**config.mk**
```make
export PLATFORM = sky130hd
export DESIGN_NAME = sec_word_encoder
export DESIGN_NICKNAME = d
export VERILOG_FILES = /design/src/rtl/sec_word_encoder.sv
export SDC_FILE = /design/constraint.sdc
export NUM_CORES = 1
export LEC_CHECK = 0
export ABC_AREA = 1
export CORE_MARGIN = 4
export CORE_UTILIZATION = 45
export DETAILED_ROUTE_END_ITERATION = 12
export HOLD_SLACK_MARGIN = 0.03
export PLACE_DENSITY = 0.74
export SYNTH_ARGS = -nofsm -noshare
export SYNTH_HDL_FRONTEND = slang
export SYNTH_SLANG_ARGS = --single-unit
```
**constraint.sdc**
```tcl
create_clock -name clk -period 1.4 [get_ports clk]
set_input_delay 0.28 -clock clk [delete_from_list [all_inputs] [get_ports clk]]
set_output_delay 0.28 -clock clk [all_outputs]
set_load 0.02 [all_outputs]
```
**src/rtl/sec_word_encoder.sv**
```systemverilog
// sec_word_encoder: SEC check-bit generator for 32-bit words, feeding the
// matching single-error-correcting decoder.
//   clk, rst_n               : clock, asynchronous active-low reset
//   in_valid/in_ready        : input word handshake (in_data, in_chk_en)
//   out_valid/out_ready      : codeword handshake (out_data, out_chk, out_chk_en)
//   word_cnt / clr_cnt       : saturating accepted-word counter, sync clear
// Optional feature: define ECC_ERR_INJECT_EN to add inj_arm, inj_idx,
// inj_sticky and inj_done for single-bit fault injection into codewords.
module sec_word_encoder #(
  parameter int unsigned CNT_W = 16
) (
  input  logic             clk,
  input  logic             rst_n,
`ifdef ECC_ERR_INJECT_EN
  input  logic             inj_arm,
  input  logic [5:0]       inj_idx,
  input  logic             inj_sticky,
  output logic             inj_done,
`endif
  input  logic             in_valid,
  output logic             in_ready,
  input  logic [31:0]      in_data,
  input  logic             in_chk_en,
  output logic             out_valid,
  input  logic             out_ready,
  output logic [31:0]      out_data,
  output logic [7:0]       out_chk,
  output logic             out_chk_en,
  output logic [CNT_W-1:0] word_cnt,
  input  logic             clr_cnt
);

  localparam int unsigned DATA_W = 32;
  localparam int unsigned CHK_W  = 8;
  localparam int unsigned ENT_W  = DATA_W + CHK_W + 1;

  // Buffer entry; bit order matches the codeword index (data 0..31, check 32..39).
  typedef struct packed {
    logic              chk_en;
    logic [CHK_W-1:0]  chk;
    logic [DATA_W-1:0] data;
  } cw_t;

  // c[3:0] = byte parities; c[7:4] = XOR of (bit position within byte + 1).
  function automatic logic [CHK_W-1:0] f_check(input logic [DATA_W-1:0] d);
    logic [CHK_W-1:0] c;
    logic [3:0]       pos;
    c = '0;
    for (int unsigned i = 0; i < DATA_W; i++) begin
      pos = 4'(i % 8) + 4'd1;
      if (d[5'(i)]) begin
        c[3'(i / 8)] = ~c[3'(i / 8)];
        c[7:4]       = c[7:4] ^ pos;
      end
    end
    return c;
  endfunction

  logic [1:0]       r_count;
  logic [1:0]       w_count_nxt;
  logic             r_in_ready;
  logic             r_out_valid;
  cw_t              r_head;
  cw_t              r_skid;
  cw_t              w_head_nxt;
  cw_t              w_skid_nxt;
  cw_t              w_clean;
  cw_t              w_new;
  logic             w_push;
  logic             w_pop;
  logic [CNT_W-1:0] r_cnt;

  assign w_push  = in_valid & r_in_ready;
  assign w_pop   = r_out_valid & out_ready;
  assign w_clean = '{chk_en: in_chk_en, chk: f_check(in_data), data: in_data};

`ifdef ECC_ERR_INJECT_EN
  logic             r_armed;
  logic             r_inj_done;
  logic             w_inj;
  logic [ENT_W-1:0] w_flip;

  // Out-of-range indices consume the arm but flip nothing.
  assign w_inj  = r_armed & w_push & (inj_idx < 6'd40);
  assign w_flip = w_inj ? (ENT_W'(1) << inj_idx) : '0;
  assign w_new  = cw_t'(w_clean ^ w_flip);

  // Arm pulse wins over consumption so a re-arm on the accept cycle is kept.
  always_ff @(posedge clk or negedge rst_n) begin
    if (!rst_n) begin
      r_armed    <= 1'b0;
      r_inj_done <= 1'b0;
    end else begin
      r_inj_done <= w_inj;
      if (inj_arm) begin
        r_armed <= 1'b1;
      end else if (w_push && !inj_sticky) begin
        r_armed <= 1'b0;
      end
    end
  end

  assign inj_done = r_inj_done;
`else
  assign w_new = w_clean;
`endif

  // Head register drives the outputs; skid holds the second word under stall.
  always_comb begin
    w_head_nxt  = r_head;
    w_skid_nxt  = r_skid;
    w_count_nxt = r_count;
    case (r_count)
      2'd0: begin
        if (w_push) begin
          w_head_nxt  = w_new;
          w_count_nxt = 2'd1;
        end
      end
      2'd1: begin
        if (w_push && w_pop) begin
          w_head_nxt = w_new;
        end else if (w_push) begin
          w_skid_nxt  = w_new;
          w_count_nxt = 2'd2;
        end else if (w_pop) begin
          w_count_nxt = 2'd0;
        end
      end
      2'd2: begin
        // in_ready is low when full, so only a pop can happen here.
        if (w_pop) begin
          w_head_nxt  = r_skid;
          w_count_nxt = 2'd1;
        end
      end
      default: w_count_nxt = 2'd0;
    endcase
  end

  // Buffer state; handshake flags registered from the next occupancy.
  always_ff @(posedge clk or negedge rst_n) begin
    if (!rst_n) begin
      r_count     <= 2'd0;
      r_in_ready  <= 1'b1;
      r_out_valid <= 1'b0;
      r_head      <= '0;
      r_skid      <= '0;
    end else begin
      r_count     <= w_count_nxt;
      r_in_ready  <= (w_count_nxt != 2'd2);
      r_out_valid <= (w_count_nxt != 2'd0);
      r_head      <= w_head_nxt;
      r_skid      <= w_skid_nxt;
    end
  end

  // Saturating accepted-word counter; clear takes priority.
  always_ff @(posedge clk or negedge rst_n) begin
    if (!rst_n) begin
      r_cnt <= '0;
    end else if (clr_cnt) begin
      r_cnt <= '0;
    end else if (w_push && (r_cnt != {CNT_W{1'b1}})) begin
      r_cnt <= r_cnt + CNT_W'(1);
    end
  end

  assign in_ready   = r_in_ready;
  assign out_valid  = r_out_valid;
  assign out_data   = r_head.data;
  assign out_chk    = r_head.chk;
  assign out_chk_en = r_head.chk_en;
  assign word_cnt   = r_cnt;

endmodule

```
# ---- Yosys cells after proc, flatten, opt, wreduce, memory -nomap -nowiden
# Index checks and enable logic that the tools add are counted.
dict set report word_totals {
  ff_bits 102
  input_bits 38
  output_inout_bits 59
  wordCells 156
}
dict set report op_classes {
  addsub 1
  eq_ne 7
  n_mux 68
  bitwise 62
  reduce_logical 8
}
# op count
set op_table {}
lappend op_table {{$mux 41} 3}
lappend op_table {{$pmux 41 s3} 1}
lappend op_table {{$mux 3} 14}
lappend op_table {{$not 1->1} 41}
lappend op_table {{$mux 16} 2}
lappend op_table {{$mux 4} 7}
lappend op_table {{$mux 1} 27}
lappend op_table {{$mux 2} 12}
lappend op_table {{$not 2->2} 12}
lappend op_table {{$add 16x1->16 const B} 1}
lappend op_table {{$ne 16x16->1 const B} 1}
lappend op_table {{$not 3->3} 4}
lappend op_table {{$ne 2x2->1 const B} 4}
lappend op_table {{$pmux 2 s3} 1}
lappend op_table {{$mux 5} 1}
lappend op_table {{$reduce_and 4->1} 1}
lappend op_table {{$reduce_bool 2->1} 2}
lappend op_table {{$not 1->1 const A} 3}
lappend op_table {{$reduce_and 3->1} 1}
lappend op_table {{$reduce_bool 3->1} 1}
lappend op_table {{$and 1x1->1} 2}
lappend op_table {{$eq 2x1->1 const B} 1}
lappend op_table {{$eq 2x2->1 const B} 1}
lappend op_table {{$logic_and 1x1->1} 2}
lappend op_table {{$logic_not 2->1} 1}

# ---- Depth between registers and ports, before layout
# Gate-level depths: netlist (run 1).
dict set report depth {
  depth_word 56
  ltp_mapped 16
  ltp_nobuf 15
}

# ---- Least setup slack after synthesis (run 1)
# No wires, ideal clock.
dict set report synth_path {
  path_type {flip-flop to flip-flop}
  start {register r_cnt[0] (netlist: word_cnt[0])}
  end {register r_cnt[8] (netlist: word_cnt[8])}
  setup_ps 121
  arrival_ps 1475
  required_time_ps 1279
  path_slack_ps -196
  stages_incl_launch_ff 10
  period_less_slack_ps 1596
  path_cell_list {dfrtp_1 -> ha_1 -> nand3_1 -> nor3_2 -> nand3_2 -> nand2_4 -> nor3_4 -> nand2_1 -> o21ai_0 -> nor2_1}
}
dict set report synth_between {
  elab_chain_cells 3
  word_cells_on_any_way 6
}
# element line_no
set synth_rtl {}
lappend synth_rtl {{start, declared} 71} ;# logic [CNT_W-1:0] r_cnt;
lappend synth_rtl {{start signal, assigned} 165} ;# r_cnt <= r_cnt + CNT_W'(1);
lappend synth_rtl {{$add 16x1->16 or $ne 16x16->1 (tied branches)} {165, 164}}
lappend synth_rtl {{$mux 16 or $logic_and 1x1->1 (tied branches)} 164} ;# end else if (w_push && (r_cnt != {CNT_W{1'b1}})) begin
lappend synth_rtl {{$mux 16 or $reduce_bool 2->1 (tied branches)} n/a}
# Parallel ways exist; a longest one is shown, timed or not. The select of a mux whose other input is x is not followed.
# A chain may end at the register's enable or synchronous reset.

# ---- Final worst setup path (run 1)
dict set report layout_path {
  start {register r_in_ready (netlist: in_ready)}
  end {register r_head (netlist bit out_data[5])}
}
dict set report layout_between {
  elab_chain_cells 4
  word_cells_on_any_way 5
}
# element line_no
set layout_rtl {}
lappend layout_rtl {{start, declared} 61} ;# logic r_in_ready;
lappend layout_rtl {{start signal, assigned} 151} ;# r_in_ready <= (w_count_nxt != 2'd2);
lappend layout_rtl {{$and 1x1->1 *} 73} ;# assign w_push = in_valid & r_in_ready;
lappend layout_rtl {{$logic_and 1x1->1} 121} ;# if (w_push && w_pop) begin
lappend layout_rtl {{$ne 2x2->1 (no line)} n/a}
lappend layout_rtl {{$reduce_and 4->1 (no line) *} n/a}
lappend layout_rtl {{end signal, assigned} 153} ;# r_head <= w_head_nxt;
lappend layout_rtl {{end, declared} 63} ;# cw_t r_head;
# Every way passes the cells marked *; elsewhere a longest branch is shown, timed or not.

==> impl_metrics.csv, run 1 <==
group,metric,value,unit
die,core,0.0116,mm²
logic_synthesis,synth.mux.area_fraction,0,%
logic_synthesis,yosys-top-cells-count,"nand2_1, dfrtp_1, nor2_1",
final_layout,area_growth,61.7,%
routing,vias,6071,
power,leakage,4.26,nW
timing,worst_pin_slew,0.437,ns
routing,drc,0,
logic_synthesis,yosysTopAreaCell,"dfrtp_1",
critical_path,critPathArrivalTime,1.94,ns
critical_path,crit_type,"reg2reg",
timing,finalSetupViolCount,99,
logic_synthesis,synthArstFlopShare,100,%
global_routing,overflow,0,
timing,setup_slack,-0.283,ns
final_layout,nets,944,
logic_synthesis,synth_cell_type_count,37,
placed_design,numPortBuffers,96,
logic_synthesis,synth_flop_cell,"dfrtp_1",
logic_synthesis,synth_top_area_share,47.0,%
logic_synthesis,ys_seq_area_share,47.5,%
logic_synthesis,synth_top_family_by_area,"simple AND/OR/NAND/NOR gates",
logic_synthesis,synth-simple-area-share,28.0,%
clock_tree,clkLatencyLatePin,0.36,ns
critical_path,cp-start-kind,"register",
timing,min_period_over_period,120,%
logic_synthesis,ys_ff_latch,102,
clock_tree,numCtsBuffers,9,
clock_tree,cts_root_buf,"clkbuf_16",
logic_synthesis,yosys.cell_count.top_type,"nand2_1",
logic_synthesis,syn_avg_cell_area,7.66,µm²
power,seqPwrFrac,29.5,%
clock_tree,cts_sinks,102,
routing,wl,20.8,mm
logic_synthesis,synth_area_leaders,"dfrtp_1, nand2_1, nor2_1",
timing,slew_headroom,70.9,%
final_layout,antennaDiodeCount,0,
die,die_height,117,µm
global_routing,grtUsageTotal,26.7,%
placed_design,pre_cts_ws,-0.637,ns
placed_design,gp_congestion,0.919,
timing,fmaxAchievable,0.594,GHz
die,rows,39,
global_routing,grt_max_degree,70,
power,intPower,10.4,mW
logic_synthesis,syn_area,0.00537,mm²
placed_design,dp_cells,997,
global_routing,antenna_found_initial,0,
routing,drt-pass1-iter-count,7,
logic_synthesis,synth_compound_area_share,10.4,%
critical_path,cp_max_fo,7,
timing,finalMaxSlewViolations,0,
timing,rsz0062_at_grt,"true",
final_layout,drive_above_1_share,35.8,%
final_layout,stdcell_area,0.00869,mm²
power,switching_share,42.1,%
die,dieArea,0.0138,mm²
power,power_switching,7.56,mW
status,outcome,"finished with violations",
logic_synthesis,synth-edff-count,0,
logic_synthesis,synth_fp_nets,740,
logic_synthesis,synthAdderAreaFrac,0.233,%
clock_tree,clk_pin_slew,0.07,ns
hold_path,hold_class,"in2reg",
power,finalPower,17.9,mW
routing,wire_per_inst,19.8,µm
power,comb_power_share,54.6,%
placed_design,postPlaceCellArea,0.00713,mm²
placed_design,dp_hpwl,11.3,mm
run,max_cap_viol_count,0,
logic_synthesis,syn_inst,701,
timing,min_period,1.68,ns
global_routing,grt_pass1_wl,28.2,mm
routing,ant_nets,0,
logic_synthesis,synth_xor_area_share,6.52,%
status,violations,"negative setup slack",
clock_tree,cts_tree,"done",
die,initial_core_util,46.5,%
timing,fin_skew,0.00778,ns
die,ios,97,
die,die_x,117,µm
clock_tree,cts_buffer_depth,2,
logic_synthesis,yosysWarnings,0,
critical_path,cp-end-kind,"register",
global_routing,first_global_vias,5702,
critical_path,required,1.66,ns
timing,finalHoldViolations,0,
power,ir_worst_vdd,0.00118,V
final_layout,fin_cells,1053,
power,p_clk_share,15.9,%
routing,drt_iter0_drc,680,
power,powerDensity,2060,mW/mm²
clock_tree,htreeDepth,3,
routing,vias_per_cell,5.77,
==> layout make-up <==
class | instances | area, µm²
multi-input cells | 505 | 3110
flip-flops and latches | 102 | 2560
clock buffers | 11 | 253
clock inverters | 5 | 81.3
inverters | 63 | 250
well taps | 143 | 179
repair buffers | 224 | 2260
fillers | 745 | 2880
==> what timing repair did <==
action	CTS	global route
gates cloned	10	5
hold buffers	1	0
setup endpoints to repair	153	107
setup buffers	23	9
endpoints found under the hold margin	101	0
gates resized for setup	230	183
pin swaps	13	27
==> power by group through the flow <==
stage          Sequential, mW  Combinational (mW)  Clock [mW]
4_1_cts                  4.97                8.24        2.84
5_1_grt                  5.38                10.3        2.98
3_5_place_dp             4.97                6.51           0
3_3_place_gp             4.93                6.36           0
2_1_floorplan            5.58                3.11           0
6_report                 5.30                9.80        2.85
==> sequential cells by signal, indices dropped and copies added (netlist names) <==
register,flops
out_data,32
r_skid,41
out_valid,1
word_cnt,16
out_chk_en,1
r_count,2
in_ready,1
out_chk,8
==> routing by layer <==
layer  track usage, %  vias to the layer above  routed length [µm]
li1                 -                     2653                   -
met1             33.3                     2959                7840
met2             46.0                      363               10500
met3             3.50                       96                1530
met4             12.0                        0                1010
met5                0                        -                   0
==> placed cells by master, fill, tap and decap left out, types with 3 or more instances in the layout <==
cell type / synthesis / routed
a21oi_1: 12 / 7
a21oi_2: 0 / 5
a31oi_1: 38 / 36
buf_12: 0 / 13
buf_16: 0 / 9
buf_2: 14 / 16
buf_4: 5 / 84
buf_6: 0 / 16
buf_8: 0 / 3
clkbuf_16: 0 / 13
clkbuf_2: 2 / 4
clkdlybuf4s15_1: 0 / 7
clkdlybuf4s50_1: 0 / 9
dfrtp_1: 101 / 93
dfrtp_2: 0 / 8
dlygate4sd2_1: 0 / 54
dlymetal6s2s_1: 0 / 4
inv_1: 59 / 55
inv_2: 3 / 4
nand2_1: 243 / 195
nand2_2: 4 / 29
nand2_4: 2 / 24
nand3_1: 34 / 27
nand3_2: 1 / 6
nand4_1: 4 / 4
nor2_1: 65 / 33
nor2_2: 1 / 22
nor2_4: 1 / 12
nor3_2: 2 / 3
o21ai_0: 41 / 3
o21ai_1: 2 / 15
o21ai_2: 0 / 24
xnor2_1: 23 / 20
xnor2_2: 0 / 3
xor2_1: 17 / 12
xor2_2: 0 / 5
==> worst paths after layout <==
kind	startpoint	end	slack [ns]	depth (start not counted)
max in group asynchronous	rst_n	word_cnt[7]$_DFFE_PN0P_	0.55	3
worst min register to register	r_skid[40]$_DFFE_PN0P_	r_skid[40]$_DFFE_PN0P_	0.49	2
min in group asynchronous	rst_n	word_cnt[10]$_DFFE_PN0P_	0.47	3
worst max-delay path	in_ready$_DFF_PN1_	out_data[5]$_DFFE_PN0P_	-0.28	10
worst min-delay path	in_data[16]	r_skid[16]$_DFFE_PN0P_	0.28	3
worst max register to register	in_ready$_DFF_PN1_	out_data[5]$_DFFE_PN0P_	-0.28	10
==> kinds of logic (layout without fill, tap and decap cells) <==
group	Yosys count	after routing
buffers and inverters	94	303
AO/OA/AOI/OAI	99	99
adder cells (fa/ha/maj)	1	1
XOR/XNOR	40	40
flip-flops	102	102
AND/OR/NAND/NOR	365	365
==> worst max-delay path, stage by stage, from the launching register on <==
cell,delay (ns)
dfstp_2,0.56
nand2_4,0.08
nor2_4,0.13
nor2_4,0.04
inv_2,0.06
nand2_4,0.09
inv_8,0.09
buf_12,0.13
buf_8,0.14
nor2_4,0.04
a31oi_2,0.23
==> through the flow <==
stage | hold slack (ns) | setup TNS, ns | util (%)
floorplan | -0.0156 | -0.508 | -
finish | 0.276 | -15.54 | 75.1
global route | 0.303 | -20.81 | 75.1
CTS | 0.385 | -14.38 | 69.7
detailed placement | 0.330 | -30.78 | 61.6
global placement | 0.324 | -28.29 | 61.6
(Power assumes the default switching activity.)
==> run 2, diff against run 1 <==
--- a/config.mk
+++ b/config.mk
@@ -11,6 +11,7 @@
 export DETAILED_ROUTE_END_ITERATION = 12
 export HOLD_SLACK_MARGIN = 0.03
 export PLACE_DENSITY = 0.74
+export SETUP_SLACK_MARGIN = 0.2
 export SYNTH_ARGS = -nofsm -noshare
 export SYNTH_HDL_FRONTEND = slang
 export SYNTH_SLANG_ARGS = --single-unit
==> run 2 against run 1 <==
  * The run still ends with negative setup slack left
  * Die area unchanged
  * Final cell count increased by 1.6%
  * Flip-flop and latch count unchanged
  * First-iteration DRC count decreased by 23%
  * Critical path depth unchanged
  * Wire length decreased by 12%
  * Worst hold slack got worse by 0.025 ns
  * Sequential share of layout area increased by 0.70 points
==> impl_metrics.csv, run 2 (same netlist as run 1, synthesis figures left out) <==
group,metric,value,unit
critical_path,cp_max_fo,4,
clock_tree,cts_tree,"done",
global_routing,first_global_vias,5891,
final_layout,largest_reg_flops,41,
critical_path,crit_top_cell,"buf_6",
critical_path,required,1.67,ns
timing,fmaxAchievable,0.625,GHz
die,die_height,117,µm
final_layout,layout_commonest_cell,"nand2_1",
critical_path,cp-start-kind,"register",
power,leakage,4.17,nW
global_routing,antenna_found_initial,0,
routing,drc,0,
clock_tree,htreeDepth,3,
power,finalPower,17.2,mW
die,rows,39,
global_routing,overflow,0,
final_layout,area_growth,58.0,%
die,core,0.0116,mm²
clock_tree,cts_root_buf,"clkbuf_16",
placed_design,gp_congestion,0.870,
final_layout,ff_latch_area,0.00256,mm²
die,die_x,117,µm
clock_tree,cts_sinks,102,
critical_path,cp-end-kind,"register",
routing,drt-pass1-iter-count,5,
routing,met2WireLength,9.43,mm
critical_path,crit_type,"reg2reg",
final_layout,drive_above_1_share,35.1,%
routing,ant_nets,0,
timing,rsz0062_at_grt,"true",
routing,drt_iter0_drc,523,
final_layout,antennaDiodeCount,0,
die,dieArea,0.0138,mm²
routing,wl,18.3,mm
final_layout,fin_cells,1070,
placed_design,dp_hpwl,11.3,mm
power,powerDensity,2030,mW/mm²
final_layout,layout_common_cells,"nand2_1, buf_4, dfrtp_1",
final_layout,nets,961,
critical_path,cp_slowest_stage_delay,0.43,ns
timing,finalSetupViolCount,61,
final_layout,top_register,"r_skid",
status,violations,"negative setup slack",
final_layout,fill_cells,791,
routing,vias_per_cell,5.45,
clock_tree,numCtsBuffers,9,
routing,met3WireLength,995,µm
timing,slew_headroom,65.7,%
clock_tree,clk_pin_slew,0.07,ns
die,ios,97,
timing,setup_slack,-0.199,ns
routing,wire_per_inst,17.1,µm
final_layout,multi_input_area,0.00285,mm²
timing,fin_skew,0.0111,ns
clock_tree,cts_buffer_depth,2,
global_routing,grt_max_degree,45,
run,max_cap_viol_count,0,
timing,worst_pin_slew,0.514,ns
routing,vias,5836,
status,outcome,"finished with violations",
clock_tree,clkLatencyLatePin,0.36,ns
global_routing,grtUsageTotal,25.6,%
global_routing,grt_pass1_wl,27.8,mm
die,initial_core_util,46.5,%
critical_path,critPathArrivalTime,1.87,ns
power,ir_worst_vdd,0.00104,V
placed_design,numPortBuffers,96,
routing,highest_layer,"met4",
placed_design,dp_cells,997,
timing,min_period_over_period,114,%
routing,met1_length,7.38,mm
timing,timing.hold.ws,0.251,ns
timing,finalHoldViolations,0,
critical_path,slowest_stage,"dfrtp_2",
timing,min_period,1.60,ns
hold_path,hold_class,"in2reg",
timing,finalMaxSlewViolations,0,
final_layout,post-route-util,73.4,%
critical_path,crit_chain,"ha_4, nand3_4, nor3_4, nand3_2, nand2_4, buf_6, buf_6, o21bai_1, nand2_1, a41oi_2",
run 2: cell types whose count changed in the layout (fill, tap and decap cells not counted), moves of 7 or more:
cell | before | now
buf_4 | 84 | 107
buf_6 | 16 | 60
dlygate4sd2_1 | 54 | 18
nand2_1 | 195 | 238
nand2_2 | 29 | 6
nand2_4 | 24 | 4
nor2_1 | 33 | 40
o21ai_0 | 3 | 32
o21ai_2 | 24 | 2
run 2: path summary, 6_finish.rpt:
check | from | to | slack, ns | cells past startpoint
min in group asynchronous | rst_n | word_cnt[2]$_DFFE_PN0P_ | 0.34 | 2
min reg2reg | r_skid[12]$_DFFE_PN0P_ | r_skid[12]$_DFFE_PN0P_ | 0.49 | 2
max reg2reg | word_cnt[1]$_DFFE_PN0P_ | word_cnt[10]$_DFFE_PN0P_ | -0.20 | 10
max in group asynchronous | rst_n | in_ready$_DFF_PN1_ | 0.47 | 3
min | in_data[22] | out_data[22]$_DFFE_PN0P_ | 0.25 | 3
max | word_cnt[1]$_DFFE_PN0P_ | word_cnt[10]$_DFFE_PN0P_ | -0.20 | 10
run 2: cell type report:
class                           count  area share, %
Inverter                           63           3.05
Timing Repair inverter              1          0.192
Clock buffer                       11           2.86
Sequential cell                   102           30.2
Multi-Input combinational cell    505           33.6
Tap cell                          143           2.11
Clock inverter                      5          0.693
Timing Repair Buffer              240           27.3
run 2: layer usage:
metal	global-route usage [%]	vias to the layer above
li1	-	2674
met3	3.60	45
met5	0	-
met4	10.8	0
met1	32.3	2843
met2	44.0	274
run 2: stage by stage:
step / area, µm² / TNS (ns) / worst slack, ns
2_1_floorplan: 5490 / -0.853 / -0.124
3_3_place_gp: 7160 / -24.80 / -0.553
3_5_place_dp: 7160 / -27.99 / -0.582
4_1_cts: 7860 / -7.31 / -0.180
5_1_grt: 8490 / -11.52 / -0.270
6_report: 8490 / -6.46 / -0.199
run 2: timing repair:
action / 4_1_cts / 5_1_grt
endpoints found under the setup margin: 157 / 151
hold buffers: 1 / 0
endpoints found under the hold margin: 14 / 0
resized for setup: 365 / 130
pin swaps: 17 / 15
gates cloned: 6 / 1
setup buffers: 21 / 28
run 2: report_power, final:
group | leakage, nW | switching, mW | internal (mW)
logic | 2.80 | 4.89 | 4.70
clock network | 0.142 | 1.16 | 1.44
registers | 1.23 | 0.846 | 4.21
run 2: worst max-delay path: cells and delay by family (launching register included):
kind | cells | cell delay, ns
and+or+nand+nor | 5 | 0.34
buffers and inverters | 2 | 0.27
adders and majority gates | 1 | 0.17
AOI/OAI and AO/OA | 2 | 0.30
DFF | 1 | 0.43
==> run 3, diff against run 2 <==
--- a/config.mk
+++ b/config.mk
@@ -5,12 +5,12 @@
 export SDC_FILE = /design/constraint.sdc
 export NUM_CORES = 1
 export LEC_CHECK = 0
-export ABC_AREA = 1
+export CAP_MARGIN = 10
 export CORE_MARGIN = 4
 export CORE_UTILIZATION = 45
 export DETAILED_ROUTE_END_ITERATION = 12
 export HOLD_SLACK_MARGIN = 0.03
-export PLACE_DENSITY = 0.74
+export PLACE_DENSITY = 0.75
 export SETUP_SLACK_MARGIN = 0.2
 export SYNTH_ARGS = -nofsm -noshare
 export SYNTH_HDL_FRONTEND = slang
==> run 3 against run 2 <==
  * Synthesized cell count down 40%
  * The run still ends with negative setup slack left
  * Sequential share of layout area rose by 3.1 points
  * Critical path type unchanged
  * Register-to-register slack worse by 0.04 ns
  * Area after synthesis down 7.4%
  * Flip-flop and latch count did not move
  * Total power is 22% lower
  * Clock-buffer cell count unchanged
==> impl_metrics.csv, run 3 <==
group,metric,value,unit
status,outcome,"finished with violations",
status,violations,"negative setup slack",
power,seqPwrFrac,37.9,%
power,intPower,8.54,mW
logic_synthesis,yosysTopAreaCell,"dfrtp_1",
logic_synthesis,synth-simple-area-share,9.03,%
global_routing,antenna_found_initial,0,
timing,slew_headroom,78.0,%
logic_synthesis,synth_fp_nets,458,
power,ir_worst_vdd,0.000989,V
die,dieArea,0.0128,mm²
critical_path,cp-end-kind,"register",
routing,vias_per_cell,5.06,
logic_synthesis,synth_compound_area_share,5.74,%
power,switching_share,36.4,%
clock_tree,cts_tree,"done",
placed_design,dp_cells,705,
critical_path,slowest_stage,"dfstp_2",
clock_tree,clk_pin_slew,0.11,ns
final_layout,layout_commonest_cell,"buf_4",
power,leakage,3.53,nW
routing,drt-pass1-iter-count,4,
power,p_clk_share,12.6,%
logic_synthesis,syn_avg_cell_area,11.9,µm²
placed_design,dp_hpwl,8.87,mm
final_layout,area_growth,55.3,%
logic_synthesis,syn_inst,419,
logic_synthesis,ys_ff_latch,102,
critical_path,cp-start-kind,"register",
logic_synthesis,syn_area,0.00497,mm²
routing,drc,0,
routing,vias,3930,
critical_path,r2r_slack,-0.24,ns
logic_synthesis,synth.mux.area_fraction,17.5,%
global_routing,overflow,0,
placed_design,pre_cts_ws,-0.925,ns
logic_synthesis,yosys.cell_count.top_type,"dfrtp_1",
logic_synthesis,synth_top_area_share,50.8,%
logic_synthesis,synth-edff-count,0,
clock_tree,cts_root_buf,"clkbuf_8",
timing,fmaxAchievable,0.611,GHz
run,max_cap_viol_count,0,
logic_synthesis,synth_xor_area_share,13.9,%
die,die_height,113,µm
final_layout,top_register,"r_skid",
global_routing,grtUsageTotal,20.5,%
critical_path,crit_chain,"and2_4, buf_12, nand3_4, buf_12, nor3_2, xnor2_1, nor2_1",
logic_synthesis,synthAdderAreaFrac,0.252,%
logic_synthesis,synth_flop_cell,"dfrtp_1",
power,power_switching,4.88,mW
placed_design,gp_congestion,0.805,
critical_path,ff2ff_path_depth,7,
global_routing,grt_pass1_wl,20.7,mm
die,ios,97,
timing,min_period_over_period,117,%
hold_path,hold_class,"in2reg",
timing,worst_pin_slew,0.330,ns
critical_path,cp_max_fo,4,
logic_synthesis,yosysWarnings,0,
routing,wire_per_inst,17.3,µm
critical_path,critPathArrivalTime,1.90,ns
hold_path,hold_end,"r_skid[16]$_DFFE_PN0P_",
logic_synthesis,synthArstFlopShare,100,%
critical_path,r2r_end,"word_cnt[10]$_DFFE_PN0P_",
clock_tree,cts_sinks,102,
critical_path,required,1.67,ns
critical_path,r2r_start,"in_ready$_DFF_PN1_",
final_layout,antennaDiodeCount,0,
final_layout,nets,670,
die,rows,38,
clock_tree,numCtsBuffers,9,
logic_synthesis,yosys-top-cells-count,"dfrtp_1, nand2_1, o21ai_0",
clock_tree,htreeDepth,3,
power,powerDensity,1740,mW/mm²
clock_tree,cts_buffer_depth,2,
final_layout,layout_common_cells,"buf_4, dfrtp_1, buf_6",
critical_path,path_buf_inv,2,
logic_synthesis,synth_top_family_by_area,"multiplexers",
timing,min_period,1.64,ns
power,comb_power_share,49.6,%
critical_path,path_delay_family,"flip-flops",
logic_synthesis,synth_cell_type_count,36,
die,initial_core_util,45.9,%
critical_path,crit_top_cell,"buf_12",
critical_path,crit_type,"reg2reg",
final_layout,largest_reg_flops,41,
die,die_x,113,µm
clock_tree,clkLatencyLatePin,0.38,ns
hold_path,hold_start,"in_data[16]",
timing,finalSetupViolCount,103,
routing,wl,13.4,mm
timing,setup_slack,-0.236,ns
timing,finalMaxSlewViolations,0,
timing,finalHoldViolations,0,
global_routing,first_global_vias,4131,
final_layout,fin_cells,776,
die,core,0.0108,mm²
timing,fin_skew,0.0252,ns
routing,ant_nets,0,
timing,rsz0062_at_grt,"true",
hold_path,hold_depth,2,
global_routing,grt_max_degree,61,
placed_design,numPortBuffers,96,
critical_path,cp_slowest_stage_delay,0.58,ns
logic_synthesis,ys_seq_area_share,51.3,%
routing,drt_iter0_drc,180,
final_layout,drive_above_1_share,49.7,%
logic_synthesis,synth_area_leaders,"dfrtp_1, mux2_2, mux2i_1",
-- run 3: changes by cell type after synthesis, sizes merged, moves of 10 or more --
cell / change
nand2: -197
inv: -59
nor2: -51
mux2: +41
mux2i: +41
a31oi: -38
nand3: -28
xnor2: +15
xnor3: +13
xor2: -10
-- run 3: worst max path at each step --
stage,slack [ns],from,depth (start not counted),end
after detailed placement,-0.93,in_data[12],5,r_skid[38]$_DFFE_PN0P_
after floorplan,-0.26,in_data[4],4,r_skid[38]$_DFFE_PN0P_
after global placement,-0.90,in_data[12],5,r_skid[38]$_DFFE_PN0P_
after global routing,-0.35,word_cnt[10]$_DFFE_PN0P_,6,word_cnt[10]$_DFFE_PN0P_
after CTS,-0.16,in_ready$_DFF_PN1_,5,r_skid[36]$_DFFE_PN0P_
final,-0.24,in_ready$_DFF_PN1_,7,word_cnt[10]$_DFFE_PN0P_
-- run 3: layout make-up --
type	instances	area (µm²)
Multi-Input combinational cell	294	2660
Fill cell	748	3120
Clock buffer	11	131
Tap cell	140	175
Clock inverter	5	33.8
Inverter	3	11.3
Timing Repair Buffer	221	2130
Sequential cell	102	2570
-- run 3: cells by family after synthesis --
group                      count (synthesis)
DFF                                      102
buffers and inverters                     23
AOI/OAI and AO/OA                         53
adders and majority gates                  1
xor gates and xnor gates                  58
muxes                                     82
and+or+nand+nor                          100
-- run 3: what timing repair did --
item                                   4_1_cts  5_1_grt
setup endpoints to repair                  160      161
resized for setup                          452       20
pin swaps                                   33        6
hold buffers                                 1        0
cloned                                       1        1
endpoints found under the hold margin       12        0
setup buffers                               30       22
-- run 3: power groups by stage --
stage,sequential [mW],clock [mW],combinational [mW]
5_1_grt,5.23,1.85,7.12
6_report,5.09,1.69,6.65
4_1_cts,5.06,1.70,6.41
3_5_place_dp,5.00,0,5.85
3_3_place_gp,4.93,0,5.69
2_1_floorplan,5.57,0,3.05
-- run 3: worst reg2reg max path, stage by stage (launching register included) --
cell and delay [ns]:
dfstp_2 0.58, and2_4 0.17, buf_12 0.10, nand3_4 0.08
buf_12 0.15, nor3_2 0.19, xnor2_1 0.16, nor2_1 0.09
-- run 3: routing by layer --
metal / global-route usage (%) / vias to the layer above / share of wire [%]
li1: - / 1868 / -
met2: 36.1 / 88 / 53
met5: 0 / - / 0
met4: 6.33 / 0 / 2.1
met3: 3.21 / 22 / 3.5
met1: 26.0 / 1952 / 42
-- run 3: metrics by stage --
stage | power, mW | cell area [µm²] | utilization, % | TNS [ns] | hold WS, ns
floorplan | 8.62 | 5280 | - | -11.83 | -0.0156
global placement | 10.6 | 6840 | 63.1 | -40.22 | 0.149
detailed placement | 10.8 | 6840 | 63.1 | -41.64 | 0.151
CTS | 13.2 | 7460 | 68.8 | -12.39 | 0.180
global route | 14.2 | 7720 | 71.3 | -22.94 | 0.196
finish | 13.4 | 7720 | 71.3 | -16.95 | 0.211
